[src/rtl/capture_pkg.sv]
// Shared types and helpers for the capture write scheduler: FSM state
// encoding, default frame geometry and the RAM address packing rule.
package capture_pkg;

  // Default frame buffer geometry: 256x256 pixels of 3 bits ({b, g, r}).
  localparam int DEFAULT_COLS   = 256;
  localparam int DEFAULT_ROWS   = 256;
  localparam int DEFAULT_DATA_W = 3;

  typedef enum logic [2:0] {
    ST_IDLE,
    ST_CLEAR,
    ST_WAIT_VSYNC,
    ST_WAIT_HSYNC,
    ST_SKIP,
    ST_LINE
  } state_t;

  // RAM address is the column in the upper bits and the row in the lower
  // row_w bits; the caller truncates the result to its address width.
  function automatic logic [31:0] pack_addr(input logic [15:0] col,
                                            input logic [15:0] row,
                                            input int          row_w);
    return (32'(col) << row_w) | 32'(row);
  endfunction

endpackage

[src/rtl/sync_falling_edge.sv]
// Multi-flop synchroniser for an asynchronous active-low sync input, plus a
// history flop so the falling edge can be flagged for exactly one cycle.
module sync_falling_edge #(
  parameter int   STAGES   = 2,
  parameter logic IDLE_VAL = 1'b1
) (
  input  logic clock,
  input  logic reset,
  input  logic async_in,
  output logic fall
);

  logic [STAGES-1:0] sync_q;
  logic              hist_q;

  // Shift the raw input through the synchroniser, then keep one sample of
  // history. Reset loads the inactive level so no false edge follows reset.
  // NOTE: sequential state uses non-blocking (<=) so every flop samples the
  // value its predecessor held before this edge; blocking would collapse the
  // chain into a single stage in simulation.
  always_ff @(posedge clock) begin
    if (reset) begin
      sync_q <= {STAGES{IDLE_VAL}};
      hist_q <= IDLE_VAL;
    end else begin
      sync_q[0] <= async_in;
      for (int i = 1; i < STAGES; i++) begin
        sync_q[i] <= sync_q[i-1];
      end
      hist_q <= sync_q[STAGES-1];
    end
  end

  assign fall = hist_q & ~sync_q[STAGES-1];

endmodule

[src/rtl/capture_write_scheduler.sv]
// Drives the frame buffer RAM write port. Live capture writes one pixel per
// cycle along each line of the video source; a host clear fills the whole
// buffer with a constant. Both share the single write port via one FSM.
module capture_write_scheduler
  import capture_pkg::*;
#(
  parameter int COLS        = DEFAULT_COLS,
  parameter int ROWS        = DEFAULT_ROWS,
  parameter int ADDR_W      = 16,
  parameter int DATA_W      = DEFAULT_DATA_W,
  parameter int SYNC_STAGES = 2,
  parameter int HSKIP       = 0
) (
  input  logic              clock,
  input  logic              reset,
  input  logic              in_hsync,
  input  logic              in_vsync,
  input  logic [DATA_W-1:0] in_data,
  input  logic              arm,
  input  logic              continuous,
  input  logic              clear_req,
  input  logic [DATA_W-1:0] clear_value,
  output logic              wr_en,
  output logic [ADDR_W-1:0] wr_addr,
  output logic [DATA_W-1:0] wr_data,
  output logic              busy,
  output logic              frame_done,
  output logic              clear_done,
  output logic              short_frame
);

  localparam int COL_W  = $clog2(COLS);
  localparam int ROW_W  = $clog2(ROWS);
  localparam int SKIP_W = (HSKIP > 1) ? $clog2(HSKIP) : 1;

  localparam logic [COL_W-1:0] COL_LAST = COL_W'(COLS - 1);
  localparam logic [ROW_W-1:0] ROW_LAST = ROW_W'(ROWS - 1);

  state_t              state, state_d;
  logic [COL_W-1:0]    col, col_d;
  logic [ROW_W-1:0]    row, row_d;
  logic [ADDR_W-1:0]   clr_addr, clr_d;
  logic [SKIP_W-1:0]   skip_cnt, skip_d;
  logic                arm_pending, arm_pending_d;
  logic                frame_done_d, clear_done_d, short_frame_d;
  logic [ADDR_W-1:0]   last_addr;
  logic [DATA_W-1:0]   last_data;
  logic                hsync_fall, vsync_fall;
  logic                skip_last;
  logic [DATA_W-1:0]   data_pipe [SYNC_STAGES+1];
  logic [DATA_W-1:0]   pix;

  sync_falling_edge #(.STAGES(SYNC_STAGES), .IDLE_VAL(1'b1)) u_hsync (
    .clock    (clock),
    .reset    (reset),
    .async_in (in_hsync),
    .fall     (hsync_fall)
  );

  sync_falling_edge #(.STAGES(SYNC_STAGES), .IDLE_VAL(1'b1)) u_vsync (
    .clock    (clock),
    .reset    (reset),
    .async_in (in_vsync),
    .fall     (vsync_fall)
  );

  // Pixel delay line matching the sync path depth (synchroniser + history),
  // so the pixel presented in a LINE cycle lines up with the detected edges.
  // NOTE: the delay line is pure datapath and is deliberately not reset; its
  // contents are only used once a line has started, long after reset.
  always_ff @(posedge clock) begin
    data_pipe[0] <= in_data;
    for (int i = 1; i <= SYNC_STAGES; i++) begin
      data_pipe[i] <= data_pipe[i-1];
    end
  end

  assign pix       = data_pipe[SYNC_STAGES];
  assign skip_last = (32'(skip_cnt) == 32'(HSKIP - 1));
  assign busy      = (state != ST_IDLE);

  // State, counters, pulse outputs and the held write-port values.
  always_ff @(posedge clock) begin
    if (reset) begin
      state       <= ST_IDLE;
      col         <= '0;
      row         <= '0;
      clr_addr    <= '0;
      skip_cnt    <= '0;
      arm_pending <= 1'b0;
      frame_done  <= 1'b0;
      clear_done  <= 1'b0;
      short_frame <= 1'b0;
      last_addr   <= '0;
      last_data   <= '0;
    end else begin
      state       <= state_d;
      col         <= col_d;
      row         <= row_d;
      clr_addr    <= clr_d;
      skip_cnt    <= skip_d;
      arm_pending <= arm_pending_d;
      frame_done  <= frame_done_d;
      clear_done  <= clear_done_d;
      short_frame <= short_frame_d;
      last_addr   <= wr_addr;
      last_data   <= wr_data;
    end
  end

  // Next-state, counter updates and the combinational write port. Outside
  // write cycles the port replays the last written address and data.
  // NOTE: every signal assigned below gets a default first, so no path
  // through the case leaves one unassigned and no latch is inferred.
  always_comb begin
    state_d       = state;
    col_d         = col;
    row_d         = row;
    clr_d         = clr_addr;
    skip_d        = skip_cnt;
    arm_pending_d = arm_pending;
    frame_done_d  = 1'b0;
    clear_done_d  = 1'b0;
    short_frame_d = 1'b0;
    wr_en         = 1'b0;
    wr_addr       = last_addr;
    wr_data       = last_data;

    case (state)
      ST_IDLE: begin
        if (clear_req) begin
          // A simultaneous arm is remembered and honoured after the clear.
          state_d       = ST_CLEAR;
          clr_d         = '0;
          arm_pending_d = arm;
        end else if (arm) begin
          state_d = ST_WAIT_VSYNC;
        end
      end

      ST_CLEAR: begin
        wr_en   = 1'b1;
        wr_addr = clr_addr;
        wr_data = clear_value;
        clr_d   = clr_addr + ADDR_W'(1);
        if (arm) begin
          arm_pending_d = 1'b1;
        end
        if (clr_addr == '1) begin
          clear_done_d = 1'b1;
          if (arm_pending || arm) begin
            state_d       = ST_WAIT_VSYNC;
            arm_pending_d = 1'b0;
          end else begin
            state_d = ST_IDLE;
          end
        end
      end

      ST_WAIT_VSYNC: begin
        if (vsync_fall) begin
          row_d   = '0;
          state_d = ST_WAIT_HSYNC;
        end
      end

      ST_WAIT_HSYNC: begin
        if (vsync_fall) begin
          short_frame_d = 1'b1;
          row_d         = '0;
        end else if (hsync_fall) begin
          col_d   = '0;
          skip_d  = '0;
          state_d = (HSKIP == 0) ? ST_LINE : ST_SKIP;
        end
      end

      ST_SKIP: begin
        if (vsync_fall) begin
          short_frame_d = 1'b1;
          row_d         = '0;
          state_d       = ST_WAIT_HSYNC;
        end else if (skip_last) begin
          state_d = ST_LINE;
        end else begin
          skip_d = skip_cnt + SKIP_W'(1);
        end
      end

      ST_LINE: begin
        if (vsync_fall) begin
          // Vsync wins over a coincident hsync: restart the frame.
          short_frame_d = 1'b1;
          row_d         = '0;
          state_d       = ST_WAIT_HSYNC;
        end else if (hsync_fall) begin
          // Early hsync: this edge starts the next line, or ends the frame.
          if (row == ROW_LAST) begin
            frame_done_d = 1'b1;
            state_d      = continuous ? ST_WAIT_VSYNC : ST_IDLE;
          end else begin
            row_d   = row + ROW_W'(1);
            col_d   = '0;
            skip_d  = '0;
            state_d = (HSKIP == 0) ? ST_LINE : ST_SKIP;
          end
        end else begin
          wr_en   = 1'b1;
          wr_addr = ADDR_W'(pack_addr(16'(col), 16'(row), ROW_W));
          wr_data = pix;
          col_d   = col + COL_W'(1);
          if (col == COL_LAST) begin
            if (row == ROW_LAST) begin
              frame_done_d = 1'b1;
              state_d      = continuous ? ST_WAIT_VSYNC : ST_IDLE;
            end else begin
              row_d   = row + ROW_W'(1);
              state_d = ST_WAIT_HSYNC;
            end
          end
        end
      end

      default: begin
        state_d = ST_IDLE;
      end
    endcase
  end

endmodule

[config.mk]
export PLATFORM = sky130hd
export DESIGN_NAME = capture_write_scheduler
export DESIGN_NICKNAME = d
export VERILOG_FILES = /design/src/rtl/capture_pkg.sv /design/src/rtl/sync_falling_edge.sv /design/src/rtl/capture_write_scheduler.sv
export SDC_FILE = /design/constraint.sdc
export NUM_CORES = 1
export LEC_CHECK = 0
export ABC_CLOCK_PERIOD_IN_PS = 3610
export CORE_AREA = 3 3 95 97
export CTS_BUF_LIST = sky130_fd_sc_hd__clkbuf_4 sky130_fd_sc_hd__clkbuf_8
export DETAILED_ROUTE_END_ITERATION = 6
export DIE_AREA = 0 0 98 100
export PLACE_DENSITY_LB_ADDON = 0.1
export SLEW_MARGIN = 20
export SYNTH_ARGS = -nofsm -noshare
export SYNTH_HDL_FRONTEND = slang
export SYNTH_HIERARCHICAL = 1
export SYNTH_SLANG_ARGS = --single-unit
[constraint.sdc]
create_clock -name clock -period 3.61 [get_ports clock]
set_input_delay 0.5415 -clock clock [delete_from_list [all_inputs] [get_ports clock]]
set_output_delay 0.5415 -clock clock [all_outputs]
set_load 0.01 [all_outputs]
==> flow_summary.ini, run 1 <==
[routing]
via_count = 2962
routed_wl_mm = 8.52
first_pass_iteration_count_of_the_detailed_router = 4
wl_per_cell_um = 15.7
remaining_drc_errors = 0
final_antenna_net_count = 0
route.detailed.vias_per_inst = 5.46
drt_first_iter_violations = 126

[clock_network]
post_cts_resize_count = 0
clockBufferDepth = 2
root_buffer = clkbuf_8
worst_setup_hold_path_clk_slew_ns = 0.08
clock_sink_count = 73
htreeDepth = 3
tritoncts.num_buffers = 9
tritoncts = done
post-cts-setup-buffers = 0
clock_latency_at_the_later_pin_of_the_worst_skew_pair_ns = 0.35
hold_buf_count_cts = 0

[timing]
fmax_mhz = 315
holdWs_ns = 0.332
share_of_the_cycle_needed_by_the_critical_path_after_routing = 0.880
total_negative_setup_slacks_ns = 0
final_number_of_setup_violating_endpoints = 0
worst-slew-pin-transition_ns = 0.651
final.setup_skew_ns = 0.00615
worst_slew_margin_rel = 0.565
rsz_0062_raised_after_global_routing = no
hold_violations = 0
maxSlewViolCount = 0
layout_min_cycle_time_ns = 3.18

[critical_path]
path_buf_inv = 2
critical_path.endpoint_type = output port
worst_ep_arrival_time_ns = 2.64
crit_path_max_incr_delay_ns = 0.58
cell_with_the_largest_stage_delay_on_the_worst_path = clkdlybuf4s50_1
worst_path_dominant_cell_family = simple AND/OR/NAND/NOR gates
critPathMostFrequentCell = o21ai_0
worstPathCellList = nor2b_2, o21ai_0, nand2b_1, buf_4, nand2_1, o21ai_0, clkdlybuf4s50_1
cp-start-kind = flop
worstPathRequired_ns = 3.07
worstSetupPathType = reg2out
path_max_fanout = 13

[outcome]
outcome = finished, final reports clean

[flow_run]
drv_cap = 0

[logic_synthesis]
post_synth_main_area_contributors = dfxtp_1 (44%), a21oi_1 (5.9%), nand2_1 (5.6%)
synthesis.area_per_instance_um2 = 8.30
post_synth_instance_area_um2 = 3310
ys_seq_area_frac = 0.441
syn-instance-count = 399
synth.top_cell.area_share = 0.441
post_synth_num_cell_types = 50
synth_top_area_cell = dfxtp_1
synth-async-reset-ratio = 0
net_count_of_the_mapped_netlist = 415
edff_count_synth = 0
ys_warn_count = 6
yosys_register_bits = 73
synth_ff_type = dfxtp_1

[cells_and_area]
regArea_um2 = 1460
area.growth.synth_to_final_pct = 19.3
layout-drive-gt1-share = 0.0847
layout.filler_cells = 820
nNetsFinal = 448
finalCoreUtilization = 0.481
ant_diodes = 0
multi_input_comb_area_um2 = 1740

[grt]
grt.met2_usage = 0.292
largest_net_degree_at_the_start_of_global_routing = 33
grt_antenna_before_repair = 0
globalRouteOverflowTotal = 0
grt_first_pass_wirelength_mm = 14.4
first_global_vias = 2886
grt.met3_usage = 0.0368
grt_util_met1 = 0.249
busiest_metal_layer_after_global_routing = met2
gr-usage-all-layers = 0.184

[placed_design]
detailedPlacementHpwl_mm = 5.97
io_buffer_count = 36
place.gp.congestion = 0.914

[floorplanning]
die_height_um = 100
dieArea_um2 = 9800
die_width_um = 98
initial_utilization = 0.403
num_io_pins = 37
floorplan.core_area_um2 = 8220
row_count = 33

[pwr]
p_leak_nw = 1.42
vdd.ir_drop.worst_v = 0.000289
p_per_area_nw_per_um2 = 483

[min_path]
hold_class = reg2reg
-- where the power goes --
part | internal [mW] | switching (mW) | leakage, nW | total [mW]
clock network | 0.248 | 0.321 | 0.0850 | 0.568
logic | 0.186 | 0.263 | 0.745 | 0.449
registers | 0.840 | 0.0507 | 0.594 | 0.891
-- synthesized netlist by cell type (5+ instances only) --
cell type and number:
dfxtp_1 73, nand3_1 15, nor2b_1 13, a311oi_1 5
inv_1 7, nor3_1 10, nor2_1 26, and3_1 5
a22oi_1 12, nand4_1 5, xor2_1 7, a21oi_1 39
or3_1 5, and2_1 12, clkbuf_1 19, nand2_1 49
o21ai_0 28, or2_1 6
-- layer usage --
layer,vias up,part of all wire
li1,1498,-
met1,1381,0.49
met2,73,0.44
met3,10,0.055
met4,0,0.014
met5,-,0
-- metrics by stage --
step	instances	cell area [um^2]	setup WS, ns	power, mW
2_1_floorplan	399	3310	1.37	1.19
3_3_place_gp	526	3780	0.599	1.36
3_5_place_dp	526	3780	0.574	1.36
4_1_cts	542	3950	0.156	1.93
5_1_grt	542	3950	0.156	2.01
6_report	542	3950	0.433	1.91
-- flip-flops by register name, summed over array words and instances, names as in the netlist --
| register | flops |
|---|---|
| clr_addr | 16 |
| last_data | 3 |
| u_hsync/hist_q | 1 |
| clear_done | 1 |
| u_vsync/sync_q | 2 |
| u_hsync/sync_q | 2 |
| u_vsync/hist_q | 1 |
| last_addr | 16 |
| state | 3 |
| frame_done | 1 |
| arm_pending | 1 |
| short_frame | 1 |
| row | 8 |
| col | 8 |
| data_pipe | 9 |
-- final cells by class --
cell class	count	area share
clock buffers	9	0.0314
clock inverters	7	0.0120
inverters	7	0.00665
multi-input cells	297	0.440
flip-flops and latches	73	0.370
well taps	105	0.0333
repair buffers	44	0.106
-- worst paths after layout --
path                                                start                         to  slack [ns]  cells past startpoint
worst max register to register      state[0]$_SDFFE_PP0P_  clr_addr[15]$_SDFFE_PP0P_        1.13                      6
worst min-delay path              data_pipe[0][4]$_DFF_P_    data_pipe[0][7]$_DFF_P_        0.33                      0
worst min register to register    data_pipe[0][4]$_DFF_P_    data_pipe[0][7]$_DFF_P_        0.33                      0
worst max-delay path            u_vsync/hist_q$_SDFF_PP1_                 wr_addr[1]        0.43                      7
-- cell usage in the layout, fill, tap and decap left out, drive strengths merged, types with 12 or more instances in the layout --
cell type,netlist,final
and2,12,12
nor2b,13,13
nand2,49,49
nand3,15,15
clkdlybuf4s50,0,36
o21ai,28,28
a22oi,12,12
dfxtp,73,73
nor2,26,26
a21oi,39,39
-- cells by family after synthesis --
logic type,count (synthesis),synth area share
adders and majority gates,3,0.0113
muxes,2,0.00642
and+or+nand+nor,174,0.279
xor gates and xnor gates,8,0.0212
AOI/OAI and AO/OA,110,0.207
DFF,73,0.441
buffers and inverters,29,0.0340
Power figures use the tool's default switching activity.
==> run 2, diff against run 1 <==
CTS_CLUSTER_SIZE = 16   (was unset)
==> results of run 2 <==
No change in the layout: final DEF, timing and power equal those of run 1.
